--- src/rtl/par_a_serial_pkg.sv ---
// Shared constants for the parallel-to-serial link (transmitter and SaP receiver).
package par_a_serial_pkg;

    localparam int                 BYTE_W   = 8;
    localparam int                 CNT_W    = 3;
    localparam logic [BYTE_W-1:0]  COM_BYTE = 8'hBC;
    localparam logic [CNT_W-1:0]   CNT_LAST = 3'd7;

endpackage

--- src/rtl/pas_retencion.sv ---
// One-entry holding register with valid/listo handshake; drained by the shifter at each frame boundary.
module pas_retencion
    import par_a_serial_pkg::*;
(
    input  logic              clk,
    input  logic              reset,
    input  logic [BYTE_W-1:0] i_byte,
    input  logic              i_valid,
    input  logic              i_boundary,
    output logic [BYTE_W-1:0] o_hold,
    output logic              o_hold_v,
    output logic              o_listo
);

    logic [BYTE_W-1:0] r_hold;
    logic              r_hold_v;

    // NOTE: state updates use non-blocking assignments so every register samples pre-edge values.
    always_ff @(posedge clk or posedge reset) begin
        if (reset) begin
            r_hold   <= '0;
            r_hold_v <= 1'b0;
        end else if (i_boundary) begin
            // A full hold drains into the shifter; an empty one lets the byte bypass, so nothing is stored.
            r_hold_v <= 1'b0;
        end else if (i_valid && !r_hold_v) begin
            r_hold   <= i_byte;
            r_hold_v <= 1'b1;
        end
    end

    assign o_hold   = r_hold;
    assign o_hold_v = r_hold_v;
    assign o_listo  = !r_hold_v;

endmodule

--- src/rtl/par_a_serial.sv ---
// Parallel-to-serial transmitter: MSB-first, 8 clocks per frame, idle frames fill gaps.
// Build option PAS_IDLE_COM_EN: idle frames carry IDLE_BYTE instead of 8'h00.
module par_a_serial
    import par_a_serial_pkg::*;
#(
    parameter logic [BYTE_W-1:0] IDLE_BYTE = COM_BYTE
) (
    input  logic              clk,
    input  logic              reset,
    input  logic [BYTE_W-1:0] Entrada,
    input  logic              validEntrada,
    output logic              listo,
    output logic              Salida,
    output logic              validSalida,
    output logic              inicio_byte
);

`ifdef PAS_IDLE_COM_EN
    localparam bit IDLE_EN = 1'b1;
`else
    localparam bit IDLE_EN = 1'b0;
`endif
    localparam logic [BYTE_W-1:0] L_IDLE = IDLE_EN ? IDLE_BYTE : '0;

    logic [CNT_W-1:0]  r_cnt;
    logic [BYTE_W-1:0] r_sh;
    logic              r_sh_data;

    logic              w_boundary;
    logic [BYTE_W-1:0] w_hold;
    logic              w_hold_v;
    logic              w_listo;

    assign w_boundary = (r_cnt == CNT_LAST);

    pas_retencion u_retencion (
        .clk        (clk),
        .reset      (reset),
        .i_byte     (Entrada),
        .i_valid    (validEntrada),
        .i_boundary (w_boundary),
        .o_hold     (w_hold),
        .o_hold_v   (w_hold_v),
        .o_listo    (w_listo)
    );

    // Counter wraps 7->0 on its own; frame loads priority: held byte, bypassed byte, idle.
    always_ff @(posedge clk or posedge reset) begin
        if (reset) begin
            r_cnt     <= '0;
            r_sh      <= L_IDLE;
            r_sh_data <= 1'b0;
        end else begin
            r_cnt <= r_cnt + 1'b1;
            if (!w_boundary) begin
                r_sh <= {r_sh[BYTE_W-2:0], 1'b0};
            end else if (w_hold_v) begin
                r_sh      <= w_hold;
                r_sh_data <= 1'b1;
            end else if (validEntrada) begin
                r_sh      <= Entrada;
                r_sh_data <= 1'b1;
            end else begin
                r_sh      <= L_IDLE;
                r_sh_data <= 1'b0;
            end
        end
    end

    assign Salida      = r_sh[BYTE_W-1];
    assign validSalida = r_sh_data;
    assign inicio_byte = (r_cnt == '0);
    assign listo       = w_listo;

endmodule

--- config.mk ---
export PLATFORM = sky130hd
export DESIGN_NAME = par_a_serial
export DESIGN_NICKNAME = d
export VERILOG_FILES = /design/src/rtl/par_a_serial_pkg.sv /design/src/rtl/pas_retencion.sv /design/src/rtl/par_a_serial.sv
export SDC_FILE = /design/constraint.sdc
export NUM_CORES = 1
export LEC_CHECK = 0
export ABC_AREA = 1
export CAP_MARGIN = 10
export CORE_ASPECT_RATIO = 0.8
export CORE_MARGIN = 8
export CORE_UTILIZATION = 33
export CTS_BUF_LIST = sky130_fd_sc_hd__clkbuf_4 sky130_fd_sc_hd__clkbuf_8
export CTS_CLUSTER_SIZE = 16
export DETAILED_ROUTE_END_ITERATION = 8
export REMOVE_ABC_BUFFERS = 1
export SLEW_MARGIN = 20
export SYNTH_ARGS = -nofsm -noshare
export SYNTH_HDL_FRONTEND = slang
export SYNTH_HIERARCHICAL = 1
export SYNTH_SLANG_ARGS = --single-unit
--- constraint.sdc ---
create_clock -name clk -period 1.31 [get_ports clk]
set_input_delay 0.393 -clock clk [delete_from_list [all_inputs] [get_ports clk]]
set_output_delay 0.393 -clock clk [all_outputs]
set_load 0.005 [all_outputs]
After elaboration in Yosys (flattened, before gate mapping). Cells that the tools add are included.

Flip-flop bits (word level): 21. Input bits: 11. Output and inout port bits: 4. Word-level logic and storage cells: 20.

$add $sub $neg: 1. Equality and inequality tests: 1. Multiplexer cells: 7. Bitwise logic cells: 1. Reduce and logical (&&, ||, !) cells: 5.

Operators with widths (count): 2-to-1 mux 8 bit (3); 2-to-1 mux 1 bit (4); adder 3 x 1 -> 3 bit, second input constant (1); == test 3 bit, second input constant (1); zero test 3 bit (1); AND reduction 2 bit (1); nonzero test 2 bit (1); logical AND 1 bit (1); zero test 1 bit (1); inverter 1 bit (1).

Longest topological paths before layout. Gate-level depths: netlist of the first run.

Word-level depth: 4. Gate-level depth with buffers: 6. Mapped depth without buffers: 6.

Modules after synthesis. The synthesis of the first run kept the hierarchy.

Modules (own cells, without submodules): par_a_serial (times used 1, cells an instance 82, area each 631.9 um2, seq. area each 300.3 um2); pas_retencion (times used 1, cells an instance 40, area each 384.1 um2, seq. area each 225.2 um2).

Worst setup path after synthesis of the first run. No wires, ideal clock.

Kind: reg-to-reg. From: register r_cnt[0]. To: register r_sh[1]. Library setup time: 117 ps. Arrival time: 1171 ps. Data required time: 1193 ps. Path slack: 22 ps. Cell stages (with the launch flop): 7. Buffers on the path: 2. Clock period less this slack: 1288 ps. Cells stage by stage: dfrtp_1 > ha_1 > ha_1 > buf_4 > buf_4 > nor2_1 > nor2_1.

Longest elaborated chain between the ends: 2.

RTL lines: from (decl) (RTL line par_a_serial.sv:25) `logic [CNT_W-1:0] r_cnt;`; from (signal assigned) (RTL line par_a_serial.sv:54) `r_cnt <= r_cnt + 1'b1;`; == test 3 bit (RTL line par_a_serial.sv:34) `assign w_boundary = (r_cnt == CNT_LAST);`; 2-to-1 mux 8 bit (RTL line par_a_serial.sv:55) `if (!w_boundary) begin`; to (signal assigned) (RTL line par_a_serial.sv:56) `r_sh <= {r_sh[BYTE_W-2:0], 1'b0};`; to (signal assigned) (RTL line par_a_serial.sv:58) `r_sh <= w_hold;`; to (signal assigned) (RTL line par_a_serial.sv:61) `r_sh <= Entrada;`; to (decl) (RTL line par_a_serial.sv:26) `logic [BYTE_W-1:0] r_sh;`.

Every way passes these cells. A chain may end at the register's enable or synchronous reset.

Final worst setup path of the first run.
From: register r_cnt[0]. To: output port inicio_byte.

Longest elaborated chain between the ends: 1.

RTL lines: zero test 3 bit (RTL line par_a_serial.sv:72) `assign inicio_byte = (r_cnt == '0);`; to (decl) (RTL line par_a_serial.sv:15) `output logic inicio_byte`.

Every way passes these cells.

==> results of run 1 <==
-- worst register-to-register path: stages (launching register included) --
cell     delay (ns)
dfrtp_1        0.40
buf_4          0.15
ha_4           0.17
ha_4           0.18
inv_6          0.08
nand3_4        0.12
nand2_1        0.08
nand2_1        0.05
-- worst max path at each step --
stage	depth (start not counted)	slack (ns)	to
2_1_floorplan	6	0.08	u_retencion/o_hold[0]
3_3_place_gp	5	-0.26	inicio_byte
3_5_place_dp	5	-0.30	inicio_byte
4_1_cts	5	-0.17	inicio_byte
5_1_grt	5	-0.21	inicio_byte
6_report	5	-0.15	inicio_byte
-- timing repair --
item | in CTS | in global routing
setup endpoints to repair | 11 | 20
buffers inserted | 1 | 3
pin swaps | 0 | 2
resized for setup | 19 | 24
gates cloned | 1 | 1
-- metrics by stage --
step | hold WS, ns | setup TNS (ns) | area [µm²] | instances
after CTS | 0.442 | -0.503 | 1320 | 183
after detailed placement | 0.459 | -2.25 | 1230 | 177
after floorplan | 0.221 | 0 | 955 | 115
final | 0.434 | -0.163 | 1440 | 187
after global placement | 0.428 | -2.11 | 1230 | 177
after global routing | 0.457 | -0.962 | 1440 | 187
-- power by group --
part	leakage, nW	switching [mW]	internal (mW)
combinational	0.386	0.105	0.101
sequential	0.258	0.0389	0.723
clock	0.0255	0.209	0.212
-- layer usage --
metal	global-route usage [%]	part of all wire [%]	wire length, µm
met3	3.95	7.8	175
met5	0	0	0
met1	11.2	46	1050
met2	13.7	46	1030
met4	1.38	0	0
-- layout make-up --
cell class                      count  area [µm²]
Clock buffer                        3        41.3
Sequential cell                    21         526
Multi-Input combinational cell     87         510
Fill cell                         307        1580
Tap cell                           40        50.0
Timing Repair Buffer               27         272
Clock inverter                      1        5.00
Inverter                            8        35.0
-- kinds of logic after synthesis --
group	share of synthesized area, %
simple gates	32.6
buf+inv	8.99
flops	51.7
compound gates	1.72
fa+ha+maj	4.93
-- sequential cells by signal (all words and copies together), names as in the netlist --
| signal | cells |
|---|---|
| r_cnt | 3 |
| r_sh | 8 |
| u_retencion/o_hold | 8 |
| u_retencion/o_hold_v | 1 |
| validSalida | 1 |
-- placed cells by master (no fill, tap or decap), types with 2 or more instances in the layout --
master,synthesis,routed
nand4_1,8,8
clkdlybuf4s50_1,0,10
nor2_2,0,3
inv_1,5,2
nand2_2,0,7
buf_4,4,8
nor2_1,31,26
buf_12,0,2
nand2_1,38,31
inv_2,3,5
ha_4,0,4
buf_6,1,2
dfrtp_1,21,21
buf_2,1,2
clkbuf_8,0,3
nand3_4,1,2
nor2_4,0,2
==> summary.txt, run 1 <==
Status
  – Outcome: finished with violations
  – Failing checks: setup timing

Layout
  – Area Growth Syn to Fin: 41.6%
  – NumNets Final: approximately 160
  – ANT cells: 0
  – Layout cell share with drive strength beyond 1: between 30% and 40%
  – Finished Core Util: 47.7%

Detailed routing
  – ANT nets after route: 0
  – Routed vias: between 800 and 900
  – Vias per std cell: 4.51
  – WL per Instance: 12.1 µm
  – Starting DRT DRC Count: 43
  – DRC: 0
  – Pre-Repair DR Iteration Count: 4
  – WL final: 2260 µm

Timing
  – Period minus WS final: ~1.5 ns
  – RSZ-0062 raised after global routing: yes
  – Final period util: 112%
  – # setup viols final: 3
  – Fmax: 684 MHz
  – Relative slew slack: between 70 and 80%
  – Worst-margin pin slew: between 0.3 and 0.4 ns
  – Final slew viol count: 0
  – Setup WS post-layout: -0.153 ns
  – Final Hold Viols: 0
  – Worst Clk Skew: 0.00189 ns

Die
  – Die Y: roughly 66 µm
  – Rows: 18
  – Die area: ~5000 µm²
  – Starting Density: between 30 and 40%
  – I/O Pins: 15
  – Core Footprint: just over 3000 µm²
  – Die X: 78.0 µm

Setup path
  – Crit Reg-Reg Startpoint: r_cnt[0]
  – CP Cell Sequence: inv_2 -> ha_4 -> inv_2 -> nor2_1 -> buf_2
  – Most used cell, CP: inv_2
  – Critical path class: reg2out
  – Reg-to-reg slack, setup: -0.01 ns
  – Max stage delay on crit path: roughly 0.4 ns
  – CP Data Required Time: 0.92 ns
  – CP startpoint: r_cnt[0]
  – Crit start category: flop
  – CP max FO: 2
  – Buf+Inv Stages, Crit Path: 3
  – Critical Path End Type: output pin
  – Worst EP arrival: 1.07 ns
  – R2R Path End: u_retencion/o_hold[6]
  – Critical Path Slowest Stage Cell: dfrtp_1
  – R2R depth: 7
  – Kind of cell adding the most delay to the critical path: flip-flops

Yosys
  – Async S/R FF share, synth: between 90% and 100%
  – Avg Cell Area, Syn: 8.33 µm²
  – EDFF count, synth: 0
  – Yosys warns: 6
  – Seq/Total Area, Yosys: between 50% and 60%
  – Most common cell in the netlist: nand2_1
  – Yosys top cell by area: dfrtp_1
  – Post-synth top flop: dfrtp_1
  – Synth Register Bits: 21
  – Distinct cells, synth: 16
  – Cell area after synthesis: 1020 µm²
  – Post-synth top area share: 51.7%
  – Top cells by area, synth: dfrtp_1 52%, nand2_1 14%, nor2_1 11%
  – Syn Inst Count: 122
  – Commonest cells post-synth: 38 x nand2_1, 31 x nor2_1, 21 x dfrtp_1

Job
  – Maxcap violations: 0

Clock network
  – Cts hold-fix bufs: 0
  – Total CTS buffers: 3
  – CTS tree: done
  – Root buffer cell: clkbuf_8
  – Skew-Pair Late Insertion Delay: 0.26 ns
  – H-tree depth: 1
  – Worst-case clock buffer depth: 2
  – Clk slew on worst S/H paths: 0.08 ns
  – CTS sink count: 21

Placement
  – Post-Place Worst Slack: -0.299 ns
  – RePlAce Congestion: 0.771
  – Post-DP HPWL: 1540 µm
  – PortBufs: 14

Power
  – Power consumption: 1.39 mW
  – Worst IR drop on VDD: 0.708 mV
  – Leak Pwr: around 0.67 nW
  – PD cells: 965 nW/µm²

Global routing
  – Gr usage total: 8.83%
  – First-pass GRT wire length: 3640 µm
  – Vias in the first global route: 820
  – Total gr overflow: 0
  – Largest net degree at the start of global routing: 20
  – Initial antenna violation count: 0

Worst hold path
  – Hold Path Class: in2async
Note: power is estimated with default switching activity, not from simulation.
==> run 2, diff against run 1 <==
--- a/config.mk
+++ b/config.mk
@@ -7,7 +7,6 @@
 export LEC_CHECK = 0
 export ABC_AREA = 1
 export CAP_MARGIN = 10
-export CORE_ASPECT_RATIO = 0.8
 export CORE_MARGIN = 8
 export CORE_UTILIZATION = 33
 export CTS_BUF_LIST = sky130_fd_sc_hd__clkbuf_4 sky130_fd_sc_hd__clkbuf_8
==> summary.txt, run 2 (same netlist as run 1, synthesis figures left out) <==
Status
  – Outcome: finished with violations (unchanged)
  – Failing checks: setup timing (unchanged)

Worst hold path
  – Hold Path Class: in2async (unchanged)

Layout
  – Number of fillers in the final layout: 303 (was 307)
  – Most frequent cells in the layout: 38 x nand2_1, 29 x nor2_1, 21 x dfrtp_1 (was 31 x nand2_1, 26 x nor2_1, 21 x dfrtp_1)
  – ANT cells: 0 (unchanged)
  – Area Growth Syn to Fin: 32.1% (was 41.6%)
  – Commonest non-fill, non-tap cell in the layout: nand2_1 (unchanged)
  – Non-filler cells in the finished layout: 182 (was 187)
  – Layout cell share with drive strength beyond 1: 22.8% (was 30.6%)
  – NumNets Final: 165 (was 163)
  – Finished Core Util: 44.7% (was 47.7%)

Die
  – Rows: 20 (was 18)
  – Starting Density: 33.8% (was 33.7%)
  – Core Footprint: 3000 µm² (was 3020 µm²)
  – Die Y: 71.5 µm (was 65.6 µm)
  – Die area: 5110 µm² (was 5120 µm²)
  – Die X: 71.5 µm (was 78.0 µm)
  – I/O Pins: 15 (unchanged)

Detailed routing
  – ANT nets after route: 0 (unchanged)
  – Pre-Repair DR Iteration Count: 3 (was 4)
  – WL final: 2140 µm (was 2260 µm)
  – Routed vias: 843 (was 844)
  – DRC: 0 (unchanged)
  – Starting DRT DRC Count: 20 (was 43)
  – WL per Instance: 11.7 µm (was 12.1 µm)
  – Vias per std cell: 4.63 (was 4.51)

Clock network
  – CTS tree: done (unchanged)
  – Root buffer cell: clkbuf_4 (was clkbuf_8)
  – Skew-Pair Late Insertion Delay: 0.30 ns (was 0.26 ns)
  – H-tree depth: 1 (unchanged)
  – CTS sink count: 21 (unchanged)
  – Worst-case clock buffer depth: 2 (unchanged)
  – Total CTS buffers: 3 (unchanged)
  – Clk slew on worst S/H paths: 0.12 ns (was 0.08 ns)
  – Cts hold-fix bufs: 0 (unchanged)

Placement
  – PortBufs: 14 (unchanged)
  – Post-DP HPWL: 1540 µm (about the same)
  – Post-Place Worst Slack: -0.272 ns (was -0.299 ns)
  – Placed Instances: 172 (was 177)
  – RePlAce Congestion: 0.780 (was 0.771)

Global routing
  – Vias in the first global route: 808 (was 820)
  – Gr usage total: 8.69% (was 8.83%)
  – Largest net degree at the start of global routing: 20 (unchanged)
  – Total gr overflow: 0 (unchanged)
  – Initial antenna violation count: 0 (unchanged)
  – First-pass GRT wire length: 3530 µm (was 3640 µm)

Timing
  – Final slew viol count: 0 (unchanged)
  – Final period util: 117% (was 112%)
  – Fmax: 653 MHz (was 684 MHz)
  – Worst-margin pin slew: 0.367 ns (was 0.382 ns)
  – Worst Clk Skew: 0.00512 ns (was 0.00189 ns)
  – # setup viols final: 17 (was 3)
  – Relative slew slack: 75.5% (was 74.5%)
  – Period minus WS final: 1.53 ns (was 1.46 ns)
  – RSZ-0062 raised after global routing: yes (unchanged)
  – Final Hold Viols: 0 (unchanged)
  – Setup WS post-layout: -0.222 ns (was -0.153 ns)

Setup path
  – Worst EP arrival: 1.14 ns (was 1.07 ns)
  – CP Data Required Time: 0.92 ns (about the same)
  – Critical Path End Type: output pin (unchanged)
  – Critical path class: reg2out (unchanged)
  – Crit start category: flop (unchanged)
  – CP max FO: 2 (unchanged)

Job
  – Maxcap violations: 0 (unchanged)

Power
  – Worst IR drop on VDD: 0.682 mV (was 0.708 mV)
  – PD cells: 933 nW/µm² (was 965 nW/µm²)
  – Leak Pwr: 0.656 nW (was 0.670 nW)
  – Power consumption: 1.25 mW (was 1.39 mW)
-- run 2: cell count changes in the layout (fill, tap and decap cells not counted), sizes merged --
cell and delta:
buf +3, dlygate4sd2 -1
-- run 2: worst paths after layout --
kind / start / to / slack, ns / cells past startpoint
worst max-delay path: r_cnt[0] / inicio_byte / -0.22 / 5
worst min-delay path: reset / u_retencion/o_hold_v / 0.37 / 2
worst max register to register: r_cnt[0] / u_retencion/o_hold[2] / -0.07 / 7
worst min register to register: r_sh[3] / r_sh[4] / 0.48 / 2
max in group asynchronous: reset / u_retencion/o_hold[0] / 0.67 / 2
min in group clk: r_sh[3] / r_sh[4] / 0.48 / 2
-- run 2: power by group --
part / leakage (nW) / internal [mW] / switching [mW]
sequential: 0.258 / 0.722 / 0.0304
combinational: 0.380 / 0.0945 / 0.0994
clock: 0.0177 / 0.114 / 0.192
-- run 2: routing by layer --
layer / routed length (µm) / vias up / global-route usage [%]
met4: 13 / 0 / 2.04
met1: 934 / 397 / 9.40
li1: - / 433 / -
met3: 62 / 2 / 3.07
met5: 0 / - / 0
met2: 1130 / 11 / 15.7
-- run 2: what timing repair did --
item / CTS / global route
gates cloned: 1 / 0
pin swaps: 3 / 0
buffers inserted: 4 / 1
resized for setup: 21 / 5
endpoints found under the setup margin: 12 / 22
-- run 2: through the flow --
step / instance area, µm² / TNS, ns / hold WS (ns)
finish: 1340 / -0.722 / 0.369
floorplan: 955 / 0 / 0.221
detailed placement: 1240 / -2.25 / 0.459
global route: 1340 / -1.88 / 0.416
global placement: 1240 / -2.02 / 0.455
CTS: 1330 / -0.820 / 0.363
-- run 2: final cells by class --
type                       instances  area, µm²  share of cell area, %
clock buffer                       3       22.5                   1.68
sequential                        21        526                   39.1
tap                               33       41.3                   3.08
clock inverter                     1       5.00                  0.373
multi-input combinational         87        449                   33.5
timing repair buffer              29        264                   19.7
inverter                           8       35.0                   2.61
-- run 2: critical path, cell delays in order, from the launching register on --
cell and delay [ns]:
dfrtp_1 0.41, inv_2 0.06, ha_1 0.14, inv_1 0.04, nor2_1 0.06, buf_2 0.11
==> run 3, diff against run 2 <==
--- a/config.mk
+++ b/config.mk
@@ -12,6 +12,7 @@
 export CTS_BUF_LIST = sky130_fd_sc_hd__clkbuf_4 sky130_fd_sc_hd__clkbuf_8
 export CTS_CLUSTER_SIZE = 16
 export DETAILED_ROUTE_END_ITERATION = 8
+export PLACE_DENSITY_LB_ADDON = 0.1
 export REMOVE_ABC_BUFFERS = 1
 export SLEW_MARGIN = 20
 export SYNTH_ARGS = -nofsm -noshare
==> summary.txt, run 3 (same netlist as run 1, synthesis figures left out) <==
Layout
  – Register Area: 526 µm² (unchanged)
  – Commonest non-fill, non-tap cell in the layout: nand2_1 (unchanged)
  – Area occupied by multi-input gates: 470 µm² (was 449 µm²)
  – NumNets Final: 162 (was 165)
  – ANT cells: 0 (unchanged)
  – Number of fillers in the final layout: 311 (was 303)
  – Most frequent cells in the layout: 38 x nand2_1, 27 x nor2_1, 21 x dfrtp_1 (was 38 x nand2_1, 29 x nor2_1, 21 x dfrtp_1)
  – Final Instance Area: 1330 µm² (was 1340 µm²)
  – Area Growth Syn to Fin: 31.2% (was 32.1%)
  – Non-filler cells in the finished layout: 179 (was 182)
  – Layout cell share with drive strength beyond 1: 25.3% (was 22.8%)

Setup path
  – R2R Path End: r_sh[2] (was u_retencion/o_hold[2])
  – Critical Path End Type: output pin (unchanged)
  – CP max FO: 2 (unchanged)
  – Critical Path Slowest Stage Cell: dfrtp_1 (unchanged)
  – Buf+Inv Stages, Crit Path: 3 (unchanged)
  – R2R depth: 7 (unchanged)
  – Crit Reg-Reg Startpoint: r_cnt[0] (unchanged)
  – Worst EP arrival: 1.12 ns (was 1.14 ns)
  – CP Cell Sequence: inv_2 -> ha_4 -> inv_2 -> nor2_1 -> buf_2 (was inv_2 -> ha_1 -> inv_1 -> nor2_1 -> buf_2)
  – Critical path class: reg2out (unchanged)
  – Most used cell, CP: inv_2
  – Kind of cell adding the most delay to the critical path: flip-flops (unchanged)
  – CP Data Required Time: 0.92 ns (about the same)
  – Reg-to-reg slack, setup: -0.10 ns (was -0.07 ns)
  – Crit start category: flop (unchanged)
  – Max stage delay on crit path: 0.41 ns (about the same)

Timing
  – Worst-margin pin slew: 0.355 ns (was 0.367 ns)
  – Setup WS post-layout: -0.204 ns (was -0.222 ns)
  – Period minus WS final: 1.51 ns (was 1.53 ns)
  – Final period util: 116% (was 117%)
  – Final Hold Viols: 0 (unchanged)
  – Setup TNS: -1.04 ns (was -0.722 ns)
  – Relative slew slack: 76.3% (was 75.5%)
  – # setup viols final: 18 (was 17)
  – RSZ-0062 raised after global routing: yes (unchanged)
  – Final slew viol count: 0 (unchanged)
  – Fmax: 660 MHz (was 653 MHz)
  – Hold Slack: 0.372 ns (was 0.369 ns)
  – Worst Clk Skew: 0.00100 ns (was 0.00512 ns)

Power
  – Leak Pwr: 0.638 nW (was 0.656 nW)
  – Worst IR drop on VDD: 0.306 mV (was 0.682 mV)
  – PD cells: 967 nW/µm² (was 933 nW/µm²)

Job
  – Maxcap violations: 0 (unchanged)

Detailed routing
  – ANT nets after route: 0 (unchanged)
  – Routed vias: 830 (was 843)
  – DRC: 0 (unchanged)
  – Starting DRT DRC Count: 39 (was 20)
  – WL final: 2190 µm (was 2140 µm)
  – WL per Instance: 12.2 µm (was 11.7 µm)
  – Vias per std cell: 4.64 (was 4.63)
  – Pre-Repair DR Iteration Count: 4 (was 3)

Clock network
  – Root buffer cell: clkbuf_4 (unchanged)
  – Clk slew on worst S/H paths: 0.12 ns (about the same)
  – H-tree depth: 1 (unchanged)
  – CTS sink count: 21 (unchanged)
  – Total CTS buffers: 3 (unchanged)
  – CTS tree: done (unchanged)
  – Skew-Pair Late Insertion Delay: 0.30 ns (about the same)
  – Worst-case clock buffer depth: 2 (unchanged)

Global routing
  – Total gr overflow: 0 (unchanged)
  – Initial antenna violation count: 0 (unchanged)
  – First-pass GRT wire length: 3740 µm (was 3530 µm)
  – Largest net degree at the start of global routing: 20 (unchanged)
  – Gr usage total: 9.39% (was 8.69%)
  – Vias in the first global route: 825 (was 808)

Placement
  – Area after DPL: 1220 µm² (was 1240 µm²)
  – RePlAce Congestion: 0.723 (was 0.780)
  – Post-DP HPWL: 1520 µm (was 1540 µm)
  – Placed Instances: 172 (unchanged)
  – PortBufs: 14 (unchanged)

Die
  – Rows: 20 (unchanged)
  – Die area: 5110 µm² (unchanged)
  – Core Footprint: 3000 µm² (unchanged)
  – Die X: 71.5 µm (unchanged)
  – Starting Density: 33.8% (unchanged)
  – Die Y: 71.5 µm (unchanged)
  – I/O Pins: 15 (unchanged)

Worst hold path
  – Hold Path Class: in2async (unchanged)

Status
  – Failing checks: setup timing (unchanged)
  – Outcome: finished with violations (unchanged)
run 3: cell types whose count changed in the layout (fill, tap and decap cells not counted), sizes merged:
cell	before	now
buf	17	14
clkinv	1	0
clkbuf	5	6
run 3: timing repair:
action,4_1_cts,5_1_grt
hold buffers,0,0
resized for setup,20,13
endpoints found under the setup margin,15,22
pin swaps,0,2
gates cloned,1,0
setup buffers,2,0
run 3: worst register-to-register path, cell delays in order (launching register included):
cell	delay, ns
dfrtp_1	0.41
buf_4	0.14
ha_2	0.21
ha_4	0.17
buf_6	0.12
buf_4	0.14
nor2_2	0.09
nor2_1	0.05
run 3: where the power goes:
part | switching (mW) | internal [mW]
registers | 0.0305 | 0.722
logic | 0.103 | 0.0951
clock network | 0.199 | 0.139
total | 0.332 | 0.957
run 3: area by class of cell:
class / instances / share of cell area (%)
inverter: 8 / 2.44
sequential: 21 / 39.4
multi-input combinational: 87 / 35.3
clock buffer: 4 / 2.25
tap: 33 / 3.10
timing repair buffer: 26 / 17.5
run 3: worst max-delay path by stage:
stage               startpoint               endpoint  slack [ns]  cells past startpoint
floorplan             r_cnt[0]  u_retencion/o_hold[0]        0.08                      6
global placement      r_cnt[0]            inicio_byte       -0.26                      5
detailed placement    r_cnt[0]            inicio_byte       -0.28                      5
CTS                   r_cnt[0]            inicio_byte       -0.23                      5
global route          r_cnt[0]            inicio_byte       -0.29                      5
finish                r_cnt[0]            inicio_byte       -0.20                      5
run 3: per-stage QoR:
stage	worst slack (ns)	util, %	total power [mW]
2_1_floorplan	0.0775	-	0.857
3_3_place_gp	-0.259	40.8	0.959
3_5_place_dp	-0.280	40.8	0.962
4_1_cts	-0.235	43.5	1.31
5_1_grt	-0.288	44.4	1.37
6_report	-0.204	44.4	1.29
run 3: metal layers:
layer  wire length, µm  global-route usage [%]  share of wire [%]  vias to the layer above
li1                  -                       -                  -                      426
met2              1000                    15.2                 46                       12
met3                90                    2.79                4.1                        2
met4                18                    4.08               0.82                        0
met5                 0                       0                  0                        -
met1              1080                    11.2                 49                      390
